--- config.mk ---
export PLATFORM = sky130hd
export DESIGN_NAME = bb_pattern_gen
export DESIGN_NICKNAME = d
export VERILOG_FILES = /design/src/rtl/bb_pkg.sv /design/src/rtl/bb_play_model.sv /design/src/rtl/bb_pattern_gen.sv
export SDC_FILE = /design/constraint.sdc
export NUM_CORES = 1
export LEC_CHECK = 0
export CELL_PAD_IN_SITES_DETAIL_PLACEMENT = 0
export CELL_PAD_IN_SITES_GLOBAL_PLACEMENT = 1
export CORE_MARGIN = 5
export CORE_UTILIZATION = 43
export DETAILED_ROUTE_END_ITERATION = 8
export PLACE_DENSITY = 0.79
export SLEW_MARGIN = 0
export SYNTH_ARGS = -nofsm -noshare
export SYNTH_HDL_FRONTEND = slang
export SYNTH_HIERARCHICAL = 1
export SYNTH_SLANG_ARGS = --single-unit
--- constraint.sdc ---
create_clock -name clk -period 6.3 [get_ports clk]
set_input_delay 1.26 -clock clk [delete_from_list [all_inputs] [get_ports clk]]
set_output_delay 1.26 -clock clk [all_outputs]
set_load 0.05 [all_outputs]
--- src/rtl/bb_pkg.sv ---
// ============================================================================
// bb_pkg: shared constants, FSM state type and helpers for the pattern generator
// Revision: 1.0
// ============================================================================
`default_nettype none

package bb_pkg;

    localparam logic [2:0] C_ACT_WALK   = 3'd0;
    localparam logic [2:0] C_ACT_SINGLE = 3'd1;
    localparam logic [2:0] C_ACT_DOUBLE = 3'd2;
    localparam logic [2:0] C_ACT_TRIPLE = 3'd3;
    localparam logic [2:0] C_ACT_HR     = 3'd4;
    localparam logic [2:0] C_ACT_BUNT   = 3'd5;
    localparam logic [2:0] C_ACT_GROUND = 3'd6;
    localparam logic [2:0] C_ACT_FLY    = 3'd7;

    localparam logic [1:0] C_RES_A_WINS = 2'd0;
    localparam logic [1:0] C_RES_B_WINS = 2'd1;
    localparam logic [1:0] C_RES_DRAW   = 2'd2;

    localparam logic [15:0] C_DEFAULT_SEED = 16'hACE1;
    // Right-shifting Fibonacci form of x^16+x^14+x^13+x^11 (taps on bits 0,2,3,5)
    localparam logic [15:0] C_LFSR_TAPS    = 16'h002D;

    typedef enum logic [1:0] {
        ST_IDLE = 2'd0,
        ST_PLAY = 2'd1,
        ST_DONE = 2'd2
    } state_t;

    function automatic logic [15:0] lfsr_step(input logic [15:0] s);
        return {^(s & C_LFSR_TAPS), s[15:1]};
    endfunction

    function automatic logic [2:0] legalize(input logic [2:0] act, input logic [1:0] outs);
        return (act == C_ACT_BUNT && outs == 2'd2) ? C_ACT_FLY : act;
    endfunction

    function automatic logic [1:0] result_of(input logic [7:0] a, input logic [7:0] b);
        if (a > b)      return C_RES_A_WINS;
        else if (b > a) return C_RES_B_WINS;
        else            return C_RES_DRAW;
    endfunction

endpackage

`default_nettype wire

--- src/rtl/bb_play_model.sv ---
// ============================================================================
// bb_play_model: combinational base/out/run transition for one batted action
// Revision: 1.0
// ============================================================================
`default_nettype none

module bb_play_model
    import bb_pkg::*;
(
    input  logic [2:0] bases,       // [0]=1st, [1]=2nd, [2]=3rd
    input  logic [1:0] outs,
    input  logic [2:0] action,
    output logic [2:0] next_bases,
    output logic [1:0] next_outs,
    output logic [2:0] runs,
    output logic       half_end
);

    logic [2:0] w_on_base;
    assign w_on_base = 3'(bases[0]) + 3'(bases[1]) + 3'(bases[2]);

    always_comb begin
        next_bases = bases;
        next_outs  = outs;
        runs       = 3'd0;
        half_end   = 1'b0;
        case (action)
            C_ACT_WALK: begin
                if (!bases[0])      next_bases = bases | 3'b001;
                else if (!bases[1]) next_bases = bases | 3'b011;
                else begin
                    next_bases = 3'b111;
                    runs       = 3'(bases[2]);
                end
            end
            C_ACT_SINGLE: begin
                if (outs == 2'd2) begin
                    next_bases = {bases[0], 1'b0, 1'b1};
                    runs       = 3'(bases[1]) + 3'(bases[2]);
                end else begin
                    next_bases = {bases[1], bases[0], 1'b1};
                    runs       = 3'(bases[2]);
                end
            end
            C_ACT_DOUBLE: begin
                if (outs == 2'd2) begin
                    next_bases = 3'b010;
                    runs       = w_on_base;
                end else begin
                    next_bases = {bases[0], 1'b1, 1'b0};
                    runs       = 3'(bases[1]) + 3'(bases[2]);
                end
            end
            C_ACT_TRIPLE: begin
                next_bases = 3'b100;
                runs       = w_on_base;
            end
            C_ACT_HR: begin
                next_bases = 3'b000;
                runs       = w_on_base + 3'd1;
            end
            C_ACT_BUNT: begin
                // A bunt at two outs never reaches here legalized; treat it as the third out
                if (outs == 2'd2) half_end = 1'b1;
                else begin
                    next_outs  = outs + 2'd1;
                    next_bases = {bases[1], bases[0], 1'b0};
                    runs       = 3'(bases[2]);
                end
            end
            C_ACT_GROUND: begin
                if (outs == 2'd0 || (outs == 2'd1 && !bases[0])) begin
                    next_outs  = (outs == 2'd0 && !bases[0]) ? 2'd1 : 2'd2;
                    next_bases = {bases[1], 2'b00};
                    runs       = 3'(bases[2]);
                end else begin
                    half_end = 1'b1;
                end
            end
            default: begin
                if (outs == 2'd2) half_end = 1'b1;
                else begin
                    next_outs  = outs + 2'd1;
                    next_bases = {1'b0, bases[1], bases[0]};
                    runs       = 3'(bases[2]);
                end
            end
        endcase
        if (half_end) begin
            next_bases = 3'b000;
            next_outs  = 2'd0;
            runs       = 3'd0;
        end
    end

endmodule

`default_nettype wire

--- src/rtl/bb_pattern_gen.sv ---
// ============================================================================
// bb_pattern_gen: contiguous play-by-play stimulus with self-scored expectations
// Revision: 1.0
// ============================================================================
`default_nettype none

module bb_pattern_gen
    import bb_pkg::*;
#(
    parameter logic [15:0] DEFAULT_SEED = C_DEFAULT_SEED,
    parameter int          NUM_INNINGS  = 3
) (
    input  logic        clk,
    input  logic        rst,
    input  logic        start,
    input  logic [15:0] seed,
    input  logic        script_en,
    input  logic [2:0]  script_action,
    output logic        busy,
    output logic        out_valid,
    output logic [1:0]  inning,
    output logic        half,
    output logic [2:0]  action,
    output logic        done,
    output logic [7:0]  exp_score_A,
    output logic [7:0]  exp_score_B,
    output logic [1:0]  exp_result
);

    state_t      r_state;
    logic [15:0] r_lfsr;
    logic        r_script;
    logic [2:0]  r_bases;
    logic [1:0]  r_outs;

    logic [2:0]  w_next_bases;
    logic [1:0]  w_next_outs;
    logic [2:0]  w_runs;
    logic        w_half_end;
    logic [7:0]  w_score_a;
    logic [7:0]  w_score_b;
    logic        w_game_end;
    logic [15:0] w_seed_eff;
    logic [2:0]  w_next_act;
    logic [2:0]  w_first_act;

    bb_play_model u_model (
        .bases      (r_bases),
        .outs       (r_outs),
        .action     (action),
        .next_bases (w_next_bases),
        .next_outs  (w_next_outs),
        .runs       (w_runs),
        .half_end   (w_half_end)
    );

    assign w_score_a  = exp_score_A + (half ? 8'd0 : {5'd0, w_runs});
    assign w_score_b  = exp_score_B + (half ? {5'd0, w_runs} : 8'd0);
    // Top of the last inning ends the game early only if the home side already leads
    assign w_game_end = w_half_end && (inning == 2'(NUM_INNINGS)) &&
                        (half || (w_score_b > w_score_a));
    assign w_seed_eff  = (seed == 16'd0) ? DEFAULT_SEED : seed;
    assign w_first_act = script_en ? script_action : w_seed_eff[2:0];
    assign w_next_act  = legalize(r_script ? script_action : r_lfsr[2:0], w_next_outs);

    always_ff @(posedge clk or posedge rst) begin
        if (rst) begin
            r_state     <= ST_IDLE;
            r_lfsr      <= 16'd0;
            r_script    <= 1'b0;
            r_bases     <= 3'd0;
            r_outs      <= 2'd0;
            busy        <= 1'b0;
            out_valid   <= 1'b0;
            inning      <= 2'd0;
            half        <= 1'b0;
            action      <= 3'd0;
            done        <= 1'b0;
            exp_score_A <= 8'd0;
            exp_score_B <= 8'd0;
            exp_result  <= 2'd0;
        end else begin
            case (r_state)
                ST_IDLE: begin
                    if (start) begin
                        r_state     <= ST_PLAY;
                        r_lfsr      <= lfsr_step(w_seed_eff);
                        r_script    <= script_en;
                        r_bases     <= 3'd0;
                        r_outs      <= 2'd0;
                        busy        <= 1'b1;
                        out_valid   <= 1'b1;
                        inning      <= 2'd1;
                        half        <= 1'b0;
                        action      <= legalize(w_first_act, 2'd0);
                        exp_score_A <= 8'd0;
                        exp_score_B <= 8'd0;
                        exp_result  <= 2'd0;
                    end
                end
                ST_PLAY: begin
                    r_bases     <= w_next_bases;
                    r_outs      <= w_next_outs;
                    exp_score_A <= w_score_a;
                    exp_score_B <= w_score_b;
                    if (w_game_end) begin
                        r_state    <= ST_DONE;
                        out_valid  <= 1'b0;
                        done       <= 1'b1;
                        exp_result <= result_of(w_score_a, w_score_b);
                    end else begin
                        action <= w_next_act;
                        r_lfsr <= lfsr_step(r_lfsr);
                        if (w_half_end) begin
                            half <= ~half;
                            if (half) inning <= inning + 2'd1;
                        end
                    end
                end
                ST_DONE: begin
                    r_state <= ST_IDLE;
                    done    <= 1'b0;
                    busy    <= 1'b0;
                end
                default: r_state <= ST_IDLE;
            endcase
        end
    end

endmodule

`default_nettype wire

### Yosys cells after proc, flatten, opt, wreduce, memory -nomap -nowiden

Index checks and enable logic that the tools add are counted.

* equality and inequality tests: 24
* bitwise logic cells: 1
* mux-type cells: 65
* reduce and logical (&&, ||, !) cells: 30
* $lt $le $gt $ge: 2
* add/sub/neg operators: 8

Operators by type and width (count)
* two-way mux 3 bit: 20
* two-way mux 16 bit: 3
* case mux 16 bit (2 select lines): 1
* case mux 8 bit (2 select lines): 2
* parity 16 bit: 2
* two-way mux 2 bit: 13
* case mux 3 bit (7 select lines): 1
* case mux 2 bit (2 select lines): 5
* case mux 3 bit (6 select lines): 1
* adder 8 x 3 -> 8 bit: 2
* greater-than comparator 8 bit: 2
* logical NOT 16 bit: 1
* AND reduction 7 bit: 2
* equality test 3 bit (second input constant): 4
* inequality test 4 bit (second input constant): 3
* case mux 3 bit (2 select lines): 2
* two-way mux 1 bit: 11
* inequality test 2 bit (second input constant): 5
* case mux 1 bit (2 select lines): 5
* AND reduction 2 bit: 5
* inequality test 9 x 2 -> 1 bit (second input constant): 1
* inequality test 9 bit (second input constant): 1
* equality test 2 bit (second input constant): 4
* two-way mux 8 bit: 1
* other kinds (20): 33

* bits of input ports: 23
* word-level logic and storage cells: 146
* flip-flop bits (word level): 51
* output and inout bits: 27

### Depth between registers and ports, before layout

Gate-level depths: netlist of run 1.

* depth after elaboration: 13
* mapped depth: 22
* mapped depth without buffers: 20

### Cells and area by module

The synthesis of run 1 kept the hierarchy.

Modules (own cells, without submodules)
* bb_pattern_gen: times used 1, cells each 301, sequential area each 1276.2 µm², area each 3056.7 µm²
* bb_play_model: times used 1, cells each 79, sequential area each 0.0 µm², area each 518.0 µm²

### Least setup slack after synthesis of run 1

OpenSTA, ideal clock, no wires.

* path type: reg-to-reg
* start point: reg action[0]
* end point: reg action[2]
* data arrival time: 4.312 ns
* cell stages (with the launch flop): 20
* setup slack: 1.863 ns
* setup time: 0.125 ns
* path buffers: 2
* data required time: 6.175 ns
* period minus slack after synthesis: 4.437 ns
* cells stage by stage: dfrtp_1 buf_2 inv_1 a31oi_1 a221oi_1 a31o_1 and2_1 ha_1 fa_1 a21o_1 and2_1 and3_1 xor2_1 ha_1 nand4_1 nor2_1 a2111oi_4 a21oi_2 buf_6 mux2_4

* longest elaborated chain between the ends: 11
* elaborated cells between the ends (all ways): 27
* those cells by class: 2 x add/sub; 1 x order compare; 7 x eq/ne; 10 x mux; 7 x reduce/logical

RTL lines
* from (decl): line bb_pattern_gen.sv:23 `output logic [2:0] action,`
* from (signal assigned): line bb_pattern_gen.sv:95 `action <= legalize(w_first_act, 2'd0);`
* from (signal assigned): line bb_pattern_gen.sv:112 `action <= w_next_act;`
* equality test 3 x 1 -> 1 bit (tied with other cells): line bb_play_model.sv:27 `case (action)`
* OR reduction 5 bit (no line)
* case mux 1 bit (2 select lines): line bb_play_model.sv:27
* two-way mux 3 bit (*): line bb_play_model.sv:89 `if (half_end) begin`
* via w_runs[0]: line bb_pattern_gen.sv:38 `logic [2:0] w_runs;`
* two-way mux 3 bit, on equally long branches: line bb_pattern_gen.sv:58, bb_pattern_gen.sv:57
* adder 8 x 3 -> 8 bit, on equally long branches: line bb_pattern_gen.sv:58, bb_pattern_gen.sv:57
* greater-than comparator 8 bit (*): line bb_pattern_gen.sv:61 `(half || (w_score_b > w_score_a));`
* logical OR 1 bit (*): line bb_pattern_gen.sv:61
* logical AND 1 bit (*): line bb_pattern_gen.sv:60 `assign w_game_end = w_half_end && (inning == 2'(NUM_INNINGS)) &&`
* inequality test 2 bit (no line) (*)
* AND reduction 3 bit (no line) (*)

The timed path passes the listed nets; every way through them passes the cells marked *. The select of a mux whose other input is x is not followed.
A chain may end at the register's enable or synchronous reset.

### Worst setup path in the final report of run 1

* start point: reg r_outs[0]
* end point: reg r_lfsr[3]

* longest elaborated chain between the ends: 13
* elaborated cells between the ends (all ways): 24
* those cells by class: 2 x add/sub; 1 x order compare; 3 x eq/ne; 11 x mux; 7 x reduce/logical

RTL lines
* from (decl): line bb_pattern_gen.sv:34 `logic [1:0] r_outs;`
* from (signal assigned): line bb_pattern_gen.sv:103 `r_outs <= w_next_outs;`
* equality test 2 x 1 -> 1 bit: line bb_play_model.sv:72 `if (outs == 2'd0 || (outs == 2'd1 && !bases[0])) begin`
* logical AND 1 bit: line bb_play_model.sv:72
* logical OR 1 bit: line bb_play_model.sv:72
* two-way mux 1 bit: line bb_play_model.sv:72
* case mux 3 bit (6 select lines) or case mux 1 bit (2 select lines) (tied branches): line bb_play_model.sv:27
* two-way mux 3 bit (*): line bb_play_model.sv:89
* via w_runs[0]: line bb_pattern_gen.sv:38
* two-way mux 3 bit, on equally long branches: line bb_pattern_gen.sv:58, bb_pattern_gen.sv:57
* adder 8 x 3 -> 8 bit, on equally long branches: line bb_pattern_gen.sv:58, bb_pattern_gen.sv:57
* greater-than comparator 8 bit (*): line bb_pattern_gen.sv:61
* logical OR 1 bit (*): line bb_pattern_gen.sv:61
* logical AND 1 bit (*): line bb_pattern_gen.sv:60
* inequality test 2 bit (no line) (*)
* AND reduction 3 bit (no line) (*)
* to (signal assigned): line bb_pattern_gen.sv:87 `r_lfsr <= lfsr_step(w_seed_eff);`
* to (signal assigned): line bb_pattern_gen.sv:113 `r_lfsr <= lfsr_step(r_lfsr);`
* to (decl): line bb_pattern_gen.sv:31 `logic [15:0] r_lfsr;`

The timed path passes the listed nets; every way through them passes the cells marked *.

==> flow_summary.toml, run 1 <==
[clocking]
clk_pin_slew_ns = 0.10
numCtsBuffers = 5
cts_hold_buf = 0
postCtsSetupBuffers = 0
cts-resized-gates = 0
clock_path_buffers = 2
clk_latency_ns = 0.30
clkSinkCount = 51
ctsRootBufferMaster = "clkbuf_8"
htree_levels = 2
cts_tree = "done"

[power]
p_int_mw = 1.360
clock_power_share = 0.094
ir_drop_uv = 221.8
power_switching_share = 0.4801
power_density_nw_per_um2 = 616.6
switchingPower_mw = 1.256
leakage_nw = 1.957
seqPwrFrac = 0.259
p_comb_frac = 0.647

[final_layout]
layout.nets = 467
final_core_util = 0.5190
antennaDiodeCount = 0
n_fill_cell = 765
drive_gt1_frac = 0.08789
synthToLayoutAreaGrowth_pct = 18.69

[yosys]
ys_types = 57
syn_area_per_cell_um2 = 9.407
syn_area_um2 = 3575
synth.most_common_cell = "dfrtp_1"
synth_top_area_cell = "dfrtp_1"
synth_fp_nets = 427
synthCells = 380
synthTopCellsByCount = "dfrtp_1, nand2_1, o21ai_0, ha_1, inv_1"
synth_warnings = 6
seq_area_frac_synth = 0.3570
ys.flop_type = "dfrtp_1"
synth-edff-count = 0
synthTopCellsByArea = "dfrtp_1, ha_1, mux2_4"
synthArstFlopShare = 1.000
ys_ff_latch = 51
yosysTopAreaCellShare = 0.3570

[worst_setup_path]
crit_path_frequent_cell = "ha_1"
cp_max_fo = 20
setup.worst_path.end_class = "register"
cp.required_ns = 6.49
worstSetupPathType = "register to register"
path_cells = "inv_1 -> ha_1 -> mux2_2 -> nand2_1 -> a221oi_1 -> a31o_1 -> and2_1 -> ha_1 -> fa_1 -> a21o_1 -> and2_1 -> and3_1 -> xor2_1 -> ha_1 -> nand4_1 -> nor2_1 -> a2111oi_4 -> a21oi_2 -> buf_4 -> mux2_4"
crit_slowest_cell = "dfrtp_1"
worstPathArrival_ns = 5.17
critPathLaunchType = "register"
critPathMaxStageDelay_ns = 0.45

[sta]
fin_crit_ns = 4.975
tightest_slew_ns = 1.066
max_freq_mhz = 201.0
hold_viol_final = 0
min_period_over_period = 0.7897
finClkSkew_ns = 0.004919
fin_ws_ns = 1.325
finalSetupTns_ns = 0
max_slew_margin = 0.2882
rsz0062_at_grt = "false"
finalMaxSlewViolations = 0
setup_viol = 0

[route]
wl_per_cell_um = 16.24
drt_wl_total_mm = 8.542
drc = 0
drt-initial-drc-count = 110
drtAntennaViolNets = 0
first_pass_iters = 5
vias_per_cell = 5.654
vias = 2974

[global_routing]
grt_pass1_wl_mm = 14.29
grt_pass1_vias = 2914
grt_use_total = 0.1724
antenna_found_initial = 0
grt_max_degree = 52
overflow = 0

[outcome]
outcome = "finished, final reports clean"

[flow_run]
cap_violations = 0

[floorplanning]
rows = 33
core_um2 = 8175
die-area_um2 = 10240
start_util = 0.4373
pin_count = 50
die_w_um = 101.2
fp.dieH_um = 101.2

[min_path]
hold_class = "register to register"

[placement]
io_buffers = 49
place_hpwl_mm = 6.174
dp_slack_ns = 1.343
gp_congestion = 0.8551
-- power groups by stage --
stage	Sequential (mW)	Clock (mW)	Combinational, mW
2_1_floorplan	0.849	0	1.11
3_3_place_gp	0.678	0	1.66
3_5_place_dp	0.680	0	1.70
4_1_cts	0.677	0.250	1.70
5_1_grt	0.705	0.263	1.86
6_report	0.678	0.246	1.69
-- critical path, delay by kind of cell (launching register included) --
| family | cells | cell delay (ns) |
|---|---|---|
| fa+ha+maj | 4 | 1.28 |
| simple gates | 6 | 1.14 |
| mux | 2 | 0.71 |
| compound gates | 5 | 0.69 |
| flops | 1 | 0.45 |
| buf+inv | 2 | 0.44 |
| xor+xnor | 1 | 0.16 |
-- routing by layer --
layer	track usage	wire [µm]
met1	0.2451	4063
met2	0.2746	4024
met3	0.02893	335
met4	0.04192	119
met5	0	0
-- through the flow --
step / instances / total power, mW / cell area (µm²) / hold slack (ns)
after floorplan: 380 / 1.954 / 3575 / 0.4817
after global placement: 518 / 2.343 / 4121 / 0.4646
after detailed placement: 518 / 2.378 / 4121 / 0.4871
after CTS: 526 / 2.625 / 4243 / 0.5096
after global routing: 526 / 2.831 / 4243 / 0.5287
final: 526 / 2.616 / 4243 / 0.5023
-- sequential cells by signal, summed over array words and instances (netlist names), 2 cells and up --
| register | count |
|---|---|
| r_lfsr | 16 |
| exp_score_A | 8 |
| exp_score_B | 8 |
| action | 3 |
| r_bases | 3 |
| exp_result | 2 |
| inning | 2 |
| r_outs | 2 |
| r_state | 2 |
-- kinds of logic (layout without fill, tap and decap cells) --
kind of cell               count (synthesis)  after routing  share of synthesized area
AOI/OAI and AO/OA                        108            108                     0.2132
xor gates and xnor gates                  18             18                    0.04410
adders and majority gates                 24             24                    0.09030
buffers and inverters                     43             84                    0.05460
DFF                                       51             51                     0.3570
muxes                                     26             26                    0.09065
and+or+nand+nor                          110            110                     0.1502
-- path summary, 6_finish.rpt --
kind / cells after the start / slack [ns] / to / from
setup / recovery: 20 / 1.33 / r_lfsr[3]$_DFFE_PP0P_ / r_outs[0]$_DFFE_PP0P_
hold / removal: 1 / 0.50 / done$_DFFE_PP0P_ / done$_DFFE_PP0P_
setup reg to reg: 20 / 1.33 / r_lfsr[3]$_DFFE_PP0P_ / r_outs[0]$_DFFE_PP0P_
hold reg to reg: 1 / 0.50 / done$_DFFE_PP0P_ / done$_DFFE_PP0P_
max in group asynchronous: 2 / 4.12 / r_outs[0]$_DFFE_PP0P_ / rst
min in group asynchronous: 2 / 1.53 / exp_score_A[4]$_DFFE_PP0P_ / rst
-- layout by cell type (no fill, tap or decap), types with 9 or more instances in the layout --
cell type	count
xnor2_1	10
dfrtp_1	51
a21oi_1	9
a22o_1	12
mux2_4	12
nand2_1	40
o21ai_0	28
ha_1	21
clkdlybuf4s50_1	49
o22ai_1	10
mux2i_1	11
nand3_1	11
nor2_1	15
inv_1	19
-- area by class of cell --
class	instances	area, µm²	share of cell area
clock inverters	2	38.79	0.009142
inverters	22	82.58	0.01946
repair buffers	54	528.0	0.1244
clock buffers	6	82.58	0.01946
multi-input cells	286	2103	0.4957
well taps	105	131.4	0.03096
flip-flops and latches	51	1276	0.3008
No activity file was read; power rests on OpenSTA's default activity.
==> run 2: changes to the inputs <==
--- a/config.mk
+++ b/config.mk
@@ -8,9 +8,9 @@
 export CELL_PAD_IN_SITES_DETAIL_PLACEMENT = 0
 export CELL_PAD_IN_SITES_GLOBAL_PLACEMENT = 1
 export CORE_MARGIN = 5
-export CORE_UTILIZATION = 43
+export CORE_UTILIZATION = 38
 export DETAILED_ROUTE_END_ITERATION = 8
-export PLACE_DENSITY = 0.79
+export PLACE_DENSITY = 0.74
 export SLEW_MARGIN = 0
 export SYNTH_ARGS = -nofsm -noshare
 export SYNTH_HDL_FRONTEND = slang
==> constraint.sdc (replaced) <==
create_clock -name clk -period 4.2 [get_ports clk]
set_input_delay 0.84 -clock clk [delete_from_list [all_inputs] [get_ports clk]]
set_output_delay 0.84 -clock clk [all_outputs]
set_load 0.05 [all_outputs]
==> run 2 against run 1 <==
- the flow now finishes with violations (negative setup slack)
- global-route usage decreased by 0.54 points
- total power increased by 73%
- register-to-register slack got worse by 1.6 ns
- utilization increased by 0.58 points
- fmax increased by 10%
- sequential power increased by 47%
- clock skew increased by 0.0074 ns
- largest power group unchanged
- die area increased by 12%
- clock power increased by 24%
- design area increased by 14%
==> flow_summary.toml, run 2 (synthesized netlist as in run 1, its figures left out) <==
[outcome]
outcome = "complete, but fails checks"
violations = "negative setup slack"

[final_layout]
top_regs = "r_lfsr: 16 flops, exp_score_A: 8 flops, exp_score_B: 8 flops"
regMostFlops = "r_lfsr"
antennaDiodeCount = 0
synthToLayoutAreaGrowth_pct = 35.00
drive_gt1_frac = 0.2458
largest_reg_flops = 16
layout.nets = 518
mostFrequentLayoutCell = "clkdlybuf4s50_1"
final_core_util = 0.5248
mostFrequentLayoutCells = "clkdlybuf4s50_1, dfrtp_1, buf_4"
n_fill_cell = 860

[power]
seqPwrFrac = 0.220
power_switching_share = 0.4713
leakage_nw = 2.229
p_int_mw = 2.398
design_power_total_mw = 4.536
p_comb_frac = 0.713
power_density_nw_per_um2 = 939.9
switchingPower_mw = 2.138
ir_drop_uv = 305.5
clock_power_share = 0.067

[global_routing]
grt_max_degree = 36
antenna_found_initial = 0
overflow = 0
grt_use_total = 0.1669
grt_pass1_wl_mm = 15.65
grt_pass1_vias = 3242

[sta]
max_slew_margin = 0.4790
fin_crit_ns = 4.525
rsz0062_at_grt = "true"
fin_ws_ns = -0.3247
tightest_slew_ns = 0.7798
hold_viol_final = 0
min_period_over_period = 1.077
finClkSkew_ns = 0.01227
max_freq_mhz = 221.0
finalMaxSlewViolations = 0
setup_viol = 21

[clocking]
clock_path_buffers = 2
clkSinkCount = 51
clk_latency_ns = 0.31
cts_hold_buf = 0
numCtsBuffers = 5
cts_tree = "done"
htree_levels = 2
clk_pin_slew_ns = 0.10
ctsRootBufferMaster = "clkbuf_8"

[floorplanning]
fp.dieH_um = 107.0
start_util = 0.3887
pin_count = 50
die_w_um = 107.0
rows = 35
core_um2 = 9196
die-area_um2 = 11450

[worst_setup_path]
path_cells = "fa_1 -> mux2i_1 -> a221oi_2 -> a31o_1 -> and2_1 -> ha_2 -> fa_2 -> a21o_1 -> and2_4 -> and3_4 -> xor2_2 -> ha_1 -> nand2_1 -> o21a_1 -> a2111oi_4 -> a21oi_4 -> clkbuf_16 -> mux2_4"
cp_top_family = "adder cells"
worstSetupPathType = "register to register"
ff2ff_path_depth = 18
cp_max_fo = 9
cp.required_ns = 4.39
critPathLaunchType = "register"
cp.depth = 18
crit_slowest_cell = "fa_1"
setup.worst_path.end_class = "register"
timing.critical_path.buf_inv = 1
worstPathArrival_ns = 4.72
critPathMaxStageDelay_ns = 0.51

[flow_run]
cap_violations = 0

[min_path]
hold_class = "register to register"
worstHoldPathCells = 1

[route]
drt-initial-drc-count = 161
drc = 0
vias = 3168
wl_per_cell_um = 16.14
vias_per_cell = 5.434
first_pass_iters = 4
drt_wl_total_mm = 9.407
drtAntennaViolNets = 0

[placement]
place_hpwl_mm = 6.956
io_buffers = 49
gp_congestion = 0.8341
run 2: cell types whose count changed in the layout (fill, tap and decap cells not counted), sizes merged:
cell / delta
bufinv: -1
inv: -1
clkinvlp: +1
clkbuf: +2
clkinv: +1
buf: +49
run 2: timing repair:
| action | in CTS | in global routing |
|---|---|---|
| endpoints found under the setup margin | 26 | 28 |
| cloned | 0 | 2 |
| resized for setup | 11 | 19 |
| pin swaps | 6 | 5 |
| setup buffers | 8 | 4 |
run 2: cell type report:
class	instances	area, µm²	share of cell area
Multi-Input combinational cell	286	2248	0.4659
Clock buffer	6	82.58	0.01711
Timing Repair Buffer	105	977.2	0.2025
Clock inverter	2	16.27	0.003370
Tap cell	111	138.9	0.02878
Sequential cell	51	1280	0.2652
Inverter	22	82.58	0.01711
run 2: routing by layer:
layer | wire length (µm) | GRT usage | vias to the layer above
met4 | 194 | 0.04110 | 0
met5 | 0 | 0 | -
met1 | 4328 | 0.2285 | 1518
li1 | - | - | 1555
met3 | 394 | 0.02649 | 16
met2 | 4490 | 0.2765 | 79
run 2: path summary, 6_finish.rpt:
| path | slack (ns) | from | end |
|---|---|---|---|
| max in group asynchronous | 2.49 | rst | action[1]$_DFFE_PP0P_ |
| max | -0.32 | r_bases[1]$_DFFE_PP0P_ | r_lfsr[2]$_DFFE_PP0P_ |
| min reg2reg | 0.52 | busy$_DFFE_PP0P_ | busy$_DFFE_PP0P_ |
| min | 0.52 | busy$_DFFE_PP0P_ | busy$_DFFE_PP0P_ |
| min in group asynchronous | 0.97 | rst | r_lfsr[10]$_DFFE_PP0P_ |
| max reg2reg | -0.32 | r_bases[1]$_DFFE_PP0P_ | r_lfsr[2]$_DFFE_PP0P_ |
run 2: power groups by stage:
| stage | Combinational (mW) | Clock (mW) | Sequential, mW |
|---|---|---|---|
| 4_1_cts | 3.06 | 0.315 | 0.990 |
| 3_3_place_gp | 2.88 | 0 | 0.993 |
| 5_1_grt | 3.53 | 0.332 | 1.04 |
| 2_1_floorplan | 1.68 | 0 | 1.28 |
| 6_report | 3.23 | 0.305 | 0.997 |
| 3_5_place_dp | 2.95 | 0 | 0.998 |
run 2: metrics by stage:
| step | setup TNS (ns) | worst slack [ns] | area (µm²) | hold WS, ns | cells |
|---|---|---|---|---|---|
| 2_1_floorplan | -0.7692 | -0.06623 | 3601 | 0.4817 | 380 |
| 3_3_place_gp | -3.484 | -0.2028 | 4446 | 0.4645 | 562 |
| 3_5_place_dp | -5.453 | -0.2834 | 4446 | 0.4993 | 562 |
| 4_1_cts | -3.977 | -0.2460 | 4658 | 0.5226 | 577 |
| 5_1_grt | -10.27 | -0.5102 | 4826 | 0.5339 | 583 |
| 6_report | -5.389 | -0.3247 | 4826 | 0.5150 | 583 |
==> run 3: changes to the inputs <==
--- a/config.mk
+++ b/config.mk
@@ -10,9 +10,8 @@
 export CORE_MARGIN = 5
 export CORE_UTILIZATION = 38
 export DETAILED_ROUTE_END_ITERATION = 8
-export PLACE_DENSITY = 0.74
+export PLACE_DENSITY = 0.75
 export SLEW_MARGIN = 0
 export SYNTH_ARGS = -nofsm -noshare
 export SYNTH_HDL_FRONTEND = slang
-export SYNTH_HIERARCHICAL = 1
 export SYNTH_SLANG_ARGS = --single-unit
==> run 3 against run 2 <==
- worst hold slack got worse by 0.0023 ns
- critical endpoint is now r_lfsr[6]$_DFFE_PP0P_
- final cell count grew 2.2%
- the flow still finishes with violations (negative setup slack)
- synthesized area is 4.5% lower
==> flow_summary.toml, run 3 <==
[power]
clock_power_share = 0.084
seqPwrFrac = 0.223
p_comb_frac = 0.692
power_density_nw_per_um2 = 894.0
leakage_nw = 2.195
p_int_mw = 2.296
ir_drop_uv = 427.6
switchingPower_mw = 1.971
design_power_total_mw = 4.266
power_switching_share = 0.4619

[worst_setup_path]
setup.worst_path.end_class = "register"
regToRegEndpoint = "r_lfsr[6]$_DFFE_PP0P_"
r2r_start = "r_bases[2]$_DFFE_PP0P_"
cp.required_ns = 4.40
worstSetupPathType = "register to register"
cp_max_fo = 7
ff2ff_path_depth = 17
worstPathArrival_ns = 4.82
reg2reg_slack_ns = -0.42
critPathLaunchType = "register"

[route]
wl_per_cell_um = 15.59
vias = 3142
vias_per_cell = 5.272
first_pass_iters = 4
met2RoutedLength_mm = 4.612
drtAntennaViolNets = 0
routed-wl-met3_um = 332
met1_length_mm = 4.302
top_layer = "met4"
drc = 0
drt-initial-drc-count = 131
drt_wl_total_mm = 9.289

[min_path]
min_to = "inning[0]$_DFFE_PP0P_"
min_from = "inning[0]$_DFFE_PP0P_"
worstHoldPathCells = 1
hold_class = "register to register"

[yosys]
seq_area_frac_synth = 0.3738
synthCells = 384
syn_area_um2 = 3415
ys_ff_latch = 51
synth_fp_nets = 433
synth_mux_area_frac = 0.06046
synth_compound_area_frac = 0.2052
synth_warnings = 0
synthTopCellsByCount = "nand2_1, dfrtp_1, o21ai_0, a21oi_1, nor2_1"
synth_top_area_cell = "dfrtp_1"
synth_top_family_by_area = "compound AO/OA/AOI/OAI gates"
synthArstFlopShare = 1.000
synthAdderAreaFrac = 0.1041
yosysTopAreaCellShare = 0.3738
ys.flop_type = "dfrtp_1"
synth.most_common_cell = "nand2_1"
synthTopCellsByArea = "dfrtp_1, ha_1, o21ai_0"
syn_area_per_cell_um2 = 8.892
synth-simple-area-share = 0.1660
ys_types = 51
synth_xor_area_frac = 0.04617
synth-edff-count = 0

[final_layout]
layout.area.seq_um2 = 1277
mostFrequentLayoutCell = "nand2_1"
n_fill_cell = 822
synthToLayoutAreaGrowth_pct = 39.76
largest_reg_flops = 16
top_regs = "r_lfsr: 16 flops, exp_score_A: 8 flops, exp_score_B: 8 flops"
multi_input_area_um2 = 2176
regMostFlops = "r_lfsr"
fin_cells = 596
drive_gt1_frac = 0.2459
layout.nets = 536
mostFrequentLayoutCells = "nand2_1, buf_4, dfrtp_1"
antennaDiodeCount = 0
final_core_util = 0.5472

[sta]
hold_slack_ns = 0.5127
fin_ws_ns = -0.4226
max_freq_mhz = 216.3
finalMaxSlewViolations = 0
finClkSkew_ns = 0.01103
rsz0062_at_grt = "true"
max_slew_margin = 0.4631
min_period_over_period = 1.101
setup_viol = 26
tightest_slew_ns = 0.8017
fin_crit_ns = 4.623
hold_viol_final = 0

[flow_run]
cap_violations = 0

[floorplanning]
die-area_um2 = 10980
die_w_um = 104.8
start_util = 0.3915
pin_count = 50
core_um2 = 8721
rows = 34
fp.dieH_um = 104.8

[global_routing]
grt_pass1_wl_mm = 15.11
grt_max_degree = 32
grt_pass1_vias = 3128
antenna_found_initial = 0
grt_use_total = 0.1651
overflow = 0

[clocking]
clkSinkCount = 51
cts_hold_buf = 0
clk_pin_slew_ns = 0.10
ctsRootBufferMaster = "clkbuf_8"
clock_path_buffers = 2
clk_latency_ns = 0.31
htree_levels = 2
numCtsBuffers = 5
cts_tree = "done"

[outcome]
outcome = "complete, but fails checks"
violations = "negative setup slack"

[placement]
place_hpwl_mm = 6.712
gp_congestion = 0.8554
dp.cells = 576
io_buffers = 49
run 3: stage by stage:
stage          setup WS, ns  area (µm²)  TNS, ns
4_1_cts             -0.3899        4616   -7.369
2_1_floorplan       -0.3120        3455   -4.533
5_1_grt             -0.5836        4772   -12.85
3_5_place_dp        -0.4724        4400   -10.08
6_report            -0.4226        4772   -8.475
3_3_place_gp        -0.3426        4400   -6.650
run 3: power groups by stage:
stage	combinational, mW	sequential (mW)	clock, mW
2_1_floorplan	1.41	1.24	0
3_3_place_gp	2.60	0.950	0
3_5_place_dp	2.64	0.952	0
4_1_cts	2.80	0.945	0.370
5_1_grt	3.23	0.989	0.393
6_report	2.95	0.953	0.360
run 3: repair_timing:
item                       4_1_cts  5_1_grt
pin swaps                        6       12
setup buffers                    4        7
gates resized for setup         12       22
cloned                           1        0
setup endpoints to repair       26       26
run 3: cells by family (layout without fill, tap and decap cells):
group	count (synthesis)	count (layout)
and+or+nand+nor	123	124
AOI/OAI and AO/OA	113	113
DFF	51	51
buffers and inverters	37	140
adders and majority gates	26	26
xor gates and xnor gates	18	18
muxes	16	16
run 3: critical path: stages (launching register included):
cell and delay [ns]:
dfrtp_1 0.42, fa_1 0.61, inv_2 0.05, fa_1 0.48, nor2_1 0.05, a221o_1 0.29
and2_4 0.19, fa_2 0.35, a21o_1 0.18, and2_4 0.16, and3_4 0.18, xor2_2 0.15
ha_1 0.30, nand4_1 0.14, or2_4 0.28, o211ai_4 0.10, and2_4 0.28, mux2_4 0.32
run 3: per-layer routing:
layer | vias up | track usage
met5 | - | 0
met4 | 0 | 0.03288
met3 | 2 | 0.02713
met2 | 58 | 0.2756
met1 | 1522 | 0.2269
li1 | 1560 | -
run 3: worst max-delay path by stage:
stage,from,endpoint,slack [ns],depth (start not counted)
2_1_floorplan,r_bases[1]$_DFFE_PP0P_,action[1]$_DFFE_PP0P_,-0.31,20
3_3_place_gp,r_bases[1]$_DFFE_PP0P_,r_lfsr[12]$_DFFE_PP0P_,-0.34,17
3_5_place_dp,r_bases[1]$_DFFE_PP0P_,action[0]$_DFFE_PP0P_,-0.47,20
4_1_cts,r_bases[0]$_DFFE_PP0P_,r_lfsr[6]$_DFFE_PP0P_,-0.39,17
5_1_grt,r_bases[2]$_DFFE_PP0P_,action[2]$_DFFE_PP0P_,-0.58,20
6_report,r_bases[2]$_DFFE_PP0P_,r_lfsr[6]$_DFFE_PP0P_,-0.42,17
run 3: area by class of cell:
cell class	count	area share
tap	108	0.02832
clock inverter	3	0.009701
clock buffer	5	0.01442
inverter	18	0.01416
multi-input combinational	297	0.4560
sequential	51	0.2677
timing repair buffer	114	0.2098
